## config.mk

```make
export PLATFORM = sky130hd
export DESIGN_NAME = serial_chunk_adder
export DESIGN_NICKNAME = d
export VERILOG_FILES = /design/src/rtl/serial_chunk_adder.sv
export SDC_FILE = /design/constraint.sdc
export NUM_CORES = 1
export LEC_CHECK = 0
export ABC_CLOCK_PERIOD_IN_PS = 2600
export CORE_MARGIN = 10
export CORE_UTILIZATION = 40
export CTS_CLUSTER_SIZE = 20
export DETAILED_ROUTE_END_ITERATION = 10
export HOLD_SLACK_MARGIN = 0.03
export PLACE_DENSITY = 0.69
export SKIP_CTS_REPAIR_TIMING = 1
export SLEW_MARGIN = 5
export SYNTH_ARGS = -nofsm -noshare
export SYNTH_HDL_FRONTEND = slang
export SYNTH_SLANG_ARGS = --single-unit
```

## constraint.sdc

```tcl
create_clock -name clk -period 2.6 [get_ports clk]
set_input_delay 0.52 -clock clk [delete_from_list [all_inputs] [get_ports clk]]
set_output_delay 0.52 -clock clk [all_outputs]
set_load 0.01 [all_outputs]
```

## src/rtl/serial_chunk_adder.sv

```systemverilog
// Multi-cycle adder/subtractor: adds one CHUNK-bit slice per cycle through a
// ripple of full adders, then holds the result under a valid/ready handshake.
module serial_chunk_adder #(
  parameter int WIDTH = 8,
  parameter int CHUNK = 2
) (
  input  logic             clk,
  input  logic             rst,
  input  logic             in_valid,
  output logic             in_ready,
  input  logic [WIDTH-1:0] a,
  input  logic [WIDTH-1:0] b,
  input  logic             cin,
  input  logic             sub,
  output logic             out_valid,
  input  logic             out_ready,
  output logic [WIDTH-1:0] sum,
  output logic             cout,
  output logic             ovf
);

  localparam int N  = WIDTH / CHUNK;
  localparam int IW = (N > 1) ? $clog2(N) : 1;

  typedef enum logic [1:0] {IDLE, RUN, DONE} state_t;

  state_t           state_q;
  logic [IW-1:0]    idx_q;
  logic [WIDTH-1:0] a_q;
  logic [WIDTH-1:0] b_q;
  logic             carry_q;
  logic [WIDTH-1:0] sum_q;
  logic [WIDTH-1:0] sum_d;
  logic             cout_q;
  logic             ovf_q;

  logic [CHUNK-1:0] a_chunk;
  logic [CHUNK-1:0] b_chunk;
  logic [CHUNK-1:0] chunk_sum;
  logic             ripple_c;
  logic             chunk_cout;
  logic             c_into_msb;

  always_comb begin
    a_chunk    = '0;
    b_chunk    = '0;
    chunk_sum  = '0;
    ripple_c   = carry_q;
    c_into_msb = carry_q;
    sum_d      = sum_q;
    for (int k = 0; k < N; k++) begin
      if (idx_q == IW'(k)) begin
        a_chunk = a_q[k*CHUNK +: CHUNK];
        b_chunk = b_q[k*CHUNK +: CHUNK];
      end
    end
    // c_into_msb is only meaningful on the last chunk, where it feeds ovf
    for (int i = 0; i < CHUNK; i++) begin
      if (i == CHUNK - 1) c_into_msb = ripple_c;
      chunk_sum[i] = a_chunk[i] ^ b_chunk[i] ^ ripple_c;
      ripple_c     = (a_chunk[i] & b_chunk[i]) | (ripple_c & (a_chunk[i] ^ b_chunk[i]));
    end
    chunk_cout = ripple_c;
    for (int k = 0; k < N; k++) begin
      if (idx_q == IW'(k)) sum_d[k*CHUNK +: CHUNK] = chunk_sum;
    end
  end

  always_ff @(posedge clk) begin
    if (rst) begin
      state_q <= IDLE;
      idx_q   <= '0;
      a_q     <= '0;
      b_q     <= '0;
      carry_q <= 1'b0;
      sum_q   <= '0;
      cout_q  <= 1'b0;
      ovf_q   <= 1'b0;
    end else begin
      case (state_q)
        IDLE: begin
          if (in_valid) begin
            // Subtract is folded into the operands: a + ~b + ~cin
            a_q     <= a;
            b_q     <= sub ? ~b : b;
            carry_q <= sub ? ~cin : cin;
            idx_q   <= '0;
            state_q <= RUN;
          end
        end
        RUN: begin
          sum_q   <= sum_d;
          carry_q <= chunk_cout;
          if (idx_q == IW'(N - 1)) begin
            cout_q  <= chunk_cout;
            ovf_q   <= c_into_msb ^ chunk_cout;
            state_q <= DONE;
          end else begin
            idx_q <= idx_q + IW'(1);
          end
        end
        DONE: begin
          if (out_ready) state_q <= IDLE;
        end
        default: state_q <= IDLE;
      endcase
    end
  end

  assign in_ready  = (state_q == IDLE);
  assign out_valid = (state_q == DONE);
  assign sum       = sum_q;
  assign cout      = cout_q;
  assign ovf       = ovf_q;

endmodule

```

Yosys cells after proc, flatten, opt, wreduce, memory -nomap -nowiden
Cells that the tools add are included.
{"block": "totals", "register_bits": 31, "in_bits": 22, "out_inout_bits": 12, "word_cells": 64}
{"block": "op_classes", "bitwise": 13, "mux": 19, "n_reduce_logical": 11, "addsub": 1, "eq_ne": 9}
{"operator": "$mux W2", "n": 13}
{"operator": "$reduce_and A2 Y1", "n": 6}
{"operator": "$mux W8", "n": 1}
{"operator": "$not A8 Y8", "n": 1}
{"operator": "$eq A2 B2 Y1 const B", "n": 3}
{"operator": "$ne A2 B2 Y1 const B", "n": 3}
{"operator": "$pmux W2 S3", "n": 1}
{"operator": "$reduce_and A3 Y1", "n": 2}
{"operator": "$xor A1 B1 Y1", "n": 5}
{"operator": "$and A1 B1 Y1", "n": 4}
{"operator": "$eq A2 B1 Y1 const B", "n": 2}
{"operator": "$logic_not A2 Y1", "n": 2}
{"operator": "$pmux W2 S2", "n": 1}
{"operator": "$add A2 B1 Y2 const B", "n": 1}
{"operator": "$mux W1", "n": 2}
{"operator": "$ne A2 B1 Y1 const B", "n": 1}
{"operator": "$or A1 B1 Y1", "n": 2}
{"operator": "$pmux W1 S2", "n": 1}
{"operator": "$reduce_bool A2 Y1", "n": 1}
{"operator": "$not A1 Y1", "n": 1}

Depth between registers and ports, before layout
{"block": "depth", "word_depth": 11, "ltp_mapped": 11, "depth_no_buf": 10}

Worst setup path after synthesis
OpenSTA, ideal clock, no wires.
{"block": "synth_timing", "path_type": "register to register", "start": "register idx_q[0]", "end": "register ovf_q (netlist: ovf)", "required_ns": 2.472, "setup_slack_ns": 0.129, "stages_incl_launch_ff": 12, "n_path_buf": 1, "t_arrival_ns": 2.344, "synth_period_minus_slack_ns": 2.471, "setup_ns": 0.128, "cell_sequence": "dfxtp_1 inv_1 ha_1 clkbuf_1 a21oi_1 o21ai_0 a22o_1 fa_1 fa_1 xor2_1 mux2i_1 nor2_1"}
{"block": "synth_between", "elab_chain_cells": 11, "word_cells_on_any_way": 22, "cone_classes": "3 x eq/ne; 8 x mux; 9 x bitwise; 2 x reduce/logical"}
{"element": "from (decl)", "line_no": "28", "rtl": "logic [IW-1:0] idx_q;"}
{"element": "from (signal assigned)", "line_no": "99", "rtl": "idx_q <= idx_q + IW'(1);"}
{"element": "$logic_not A2 Y1", "line_no": "52", "rtl": "if (idx_q == IW'(k)) begin"}
{"element": "$mux W2 (4 in a row)", "line_no": "52"}
{"element": "$xor A1 B1 Y1", "line_no": "61", "rtl": "ripple_c = (a_chunk[i] & b_chunk[i]) | (ripple_c & (a_chunk[i] ^ b_chunk[i]));"}
{"element": "$and A1 B1 Y1", "line_no": "61"}
{"element": "$or A1 B1 Y1", "line_no": "61"}
{"element": "$and A1 B1 Y1", "line_no": "61"}
{"element": "$or A1 B1 Y1 *", "line_no": "61"}
{"element": "net chunk_cout", "line_no": "41", "rtl": "logic chunk_cout;"}
{"element": "$xor A1 B1 Y1 *", "line_no": "96", "rtl": "ovf_q <= c_into_msb ^ chunk_cout;"}
{"element": "to (signal assigned)", "line_no": "96"}
{"element": "to (decl)", "line_no": "35", "rtl": "logic ovf_q;"}
Mark *: on every way through the listed nets, which the timed path passes. The rest lies on a longest branch.
A chain may end at the register's enable or synchronous reset.

Worst setup path in the final report
Same ends and word-level chain as after synthesis.

==> summary.md <==
| Metric | Value |
|---|---|
| Antenna-violating nets left | 0 |
| Die ar. | around 0.0066 mm² |
| Clock Skews | 0.00752 ns |
| YS warnings | 0 |
| Share of the synthesized area in the top cell type | 0.415 |
| Initial DRC count | 60 |
| LEAKAGE | about 0.77 nW |
| Switch share | 0.268 |
| Final WS setup | 0.187 ns |
| Post-synthesis cell type count | 29 |
| Final WL | 3.56 mm |
| R2R depth | 10 |
| Final setup viols | 0 |
| Area of the mapped netlist | roughly 0.0015 mm² |
| Post-DP HPWL | 2.66 mm |
| Outcome | complete, no violations |
| Vias in the first global route | approximately 1300 |
| Final layout net count | between 200 and 250 |
| Reg power frac | 0.482 |
| Post-synth top area cell | dfxtp_1 |
| Die height | just over 80 µm |
| Io pins | 34 |
| Post-synth EDFFs | 0 |
| Share of flip-flops with an asynchronous set or reset | 0 |
| Top-count cell post-synth | dfxtp_1 |
| CP startpoint kind | register |
| Diode count | 0 |
| # fillers | roughly 350 |
| CTS Buf Count | 5 |
| Area grow syn2layout | 29.0% |
| CP Data Required Time | ~2.8 ns |
| Power Total | 1.09 mW |
| Reg area | 623 µm² |
| Nature of the critical path endpoint | register |
| Fmax | just over 400 MHz |
| Root buffer cell | clkbuf_8 |
| Port Buffers | 33 |
| Pre-CTS setup slack | -0.0396 ns |
| Final Cycle Share | 0.928 |
| Slew at the pin closest to its max-slew limit | between 0.5 and 0.6 ns |
| Slew HR | 0.649 |
| First-pass GRT wire length | 5.96 mm |
| Via count | between 1000 and 1500 |
| GR Overflow Total | 0 |
| Initial core utilization | 0.412 |
| Final min period | approximately 2.4 ns |
| Number of max-slew violations in the final report | 0 |
| Int Power | 0.799 mW |
| Cells after Synth | 169 |
| Worst hold slack | roughly 0.46 ns |
| Max Cap Viol | 0 |
| Drt drc | 0 |
| Syn Nets | 197 |
| # rows | 22 |
| Number of H-tree levels | 2 |
| Clk buf depth | 2 |
| Peak VDD IR | roughly 0.29 mV |
| Commonest cells in the synthesized netlist | dfxtp_1, nand2_1, a21oi_1, nor2_1, mux2i_1 |
| GRT Overall Usage | 0.114 |
| Final Hold Violating Endpoints | 0 |
| Gate power share | 0.190 |
| Hold depth | 2 |
| Largest net degree at the start of global routing | 32 |
| Multi-input logic area | around 800 µm² |
| TritonCTS clock tree | done |
| Crit-path max FO | 9 |
| PwrDens | approximately 570 mW/mm² |
| Die Wd | just over 80 µm |
| WP data arrival | around 2.6 ns |
| Placeable Area | roughly 0.0036 mm² |
| Setup TNS | 0 ns |
| Sink Count | 31 |
| P_sw | 0.292 mW |
| Routability cong. | 0.832 |
| Clk_lat worst skew | roughly 0.28 ns |
| Setup CP Type | reg2reg |
| Fraction of layout instances using a drive strength above 1 | 0.106 |
| Drt first pass iters | 4 |
| Register bit total from synthesis | 31 |
| Antenna violations before repair | 0 |
| Hold/Removal Path Class | reg2reg |
| Commonest register cell after synthesis | dfxtp_1 |
| Clk slew on worst S/H paths | roughly 0.060 ns |
| Routed vias/inst | roughly 5.1 |
| Syn Area/Cell | 8.85 µm² |
| Sequential fraction of the synthesis area | 0.415 |
| Drt wl/cell | about 14 µm |
| Clk pwr share | 0.327 |
| RSZ-0062 raised after global routing | false |
| Area contributors post-synth | dfxtp_1, a21oi_1, mux2i_1 |
## critical path, cell delays in order, from the launching register on
cell and delay (ns):
dfxtp_2 0.37, inv_1 0.08, ha_2 0.25, a21oi_1 0.14, o21ai_0 0.10, a22o_1 0.21
fa_2 0.39, fa_2 0.38, xor2_1 0.17, mux2i_1 0.14, nor2_1 0.05
## cells by family after synthesis
| family | Yosys count | share of synthesized area |
|---|---|---|
| adder cells (fa/ha/maj) | 6 | 0.0603 |
| buffers and inverters | 19 | 0.0586 |
| multiplexers | 10 | 0.0669 |
| AO/OA/AOI/OAI | 38 | 0.167 |
| XOR/XNOR | 10 | 0.0586 |
| AND/OR/NAND/NOR | 55 | 0.173 |
| flip-flops | 31 | 0.415 |
## metrics by stage
stage,utilization,std cells,cell area (µm²)
floorplan,-,169,1500
CTS,0.528,247,1920
global placement,0.505,239,1840
finish,0.531,247,1930
detailed placement,0.505,239,1840
global route,0.531,247,1930
## routing by layer
layer | share of wire | global-route usage | vias up
met2 | 0.50 | 0.192 | 39
met4 | 0.024 | 0.0623 | 0
met3 | 0.056 | 0.0342 | 8
li1 | - | - | 629
met5 | 0 | 0 | -
met1 | 0.42 | 0.126 | 576
## cells in the final DEF (no fill, tap or decap), drive strengths merged, types with 6 or more instances in the layout
cell type	n
inv	6
dfxtp	31
a211oi	8
a21oi	20
mux2i	10
nor2	20
clkdlybuf4s50	33
nand2	22
xnor2	7
clkbuf	7
## area by class of cell
cell class                      count  share of cell area
Multi-Input combinational cell    119               0.413
Sequential cell                    31               0.323
Timing Repair Buffer               35               0.179
Clock buffer                        7              0.0396
Tap cell                           48              0.0311
Inverter                            6              0.0117
Clock inverter                      1             0.00259
## path summary, 6_finish.rpt
| kind | slack (ns) | startpoint | endpoint |
|---|---|---|---|
| worst max-delay path | 0.19 | idx_q[0] | ovf |
| worst min-delay path | 0.46 | a_q[5] | a_q[5] |
| worst max register to register | 0.19 | idx_q[0] | ovf |
| worst min register to register | 0.46 | a_q[5] | a_q[5] |
## power by group through the flow
| stage | Combinational, mW | Sequential [mW] | Clock (mW) |
|---|---|---|---|
| floorplan | 0.136 | 0.529 | 0 |
| global placement | 0.198 | 0.534 | 0 |
| detailed placement | 0.204 | 0.536 | 0 |
| CTS | 0.205 | 0.525 | 0.363 |
| global route | 0.234 | 0.529 | 0.382 |
| finish | 0.208 | 0.526 | 0.357 |
## sequential cells by signal, summed over array words and instances, names as in the netlist
signal,cells
b_q,8
carry_q,1
sum,8
idx_q,2
a_q,8
cout,1
ovf,1
state_q,2
Note: power is estimated with default switching activity, not from simulation.
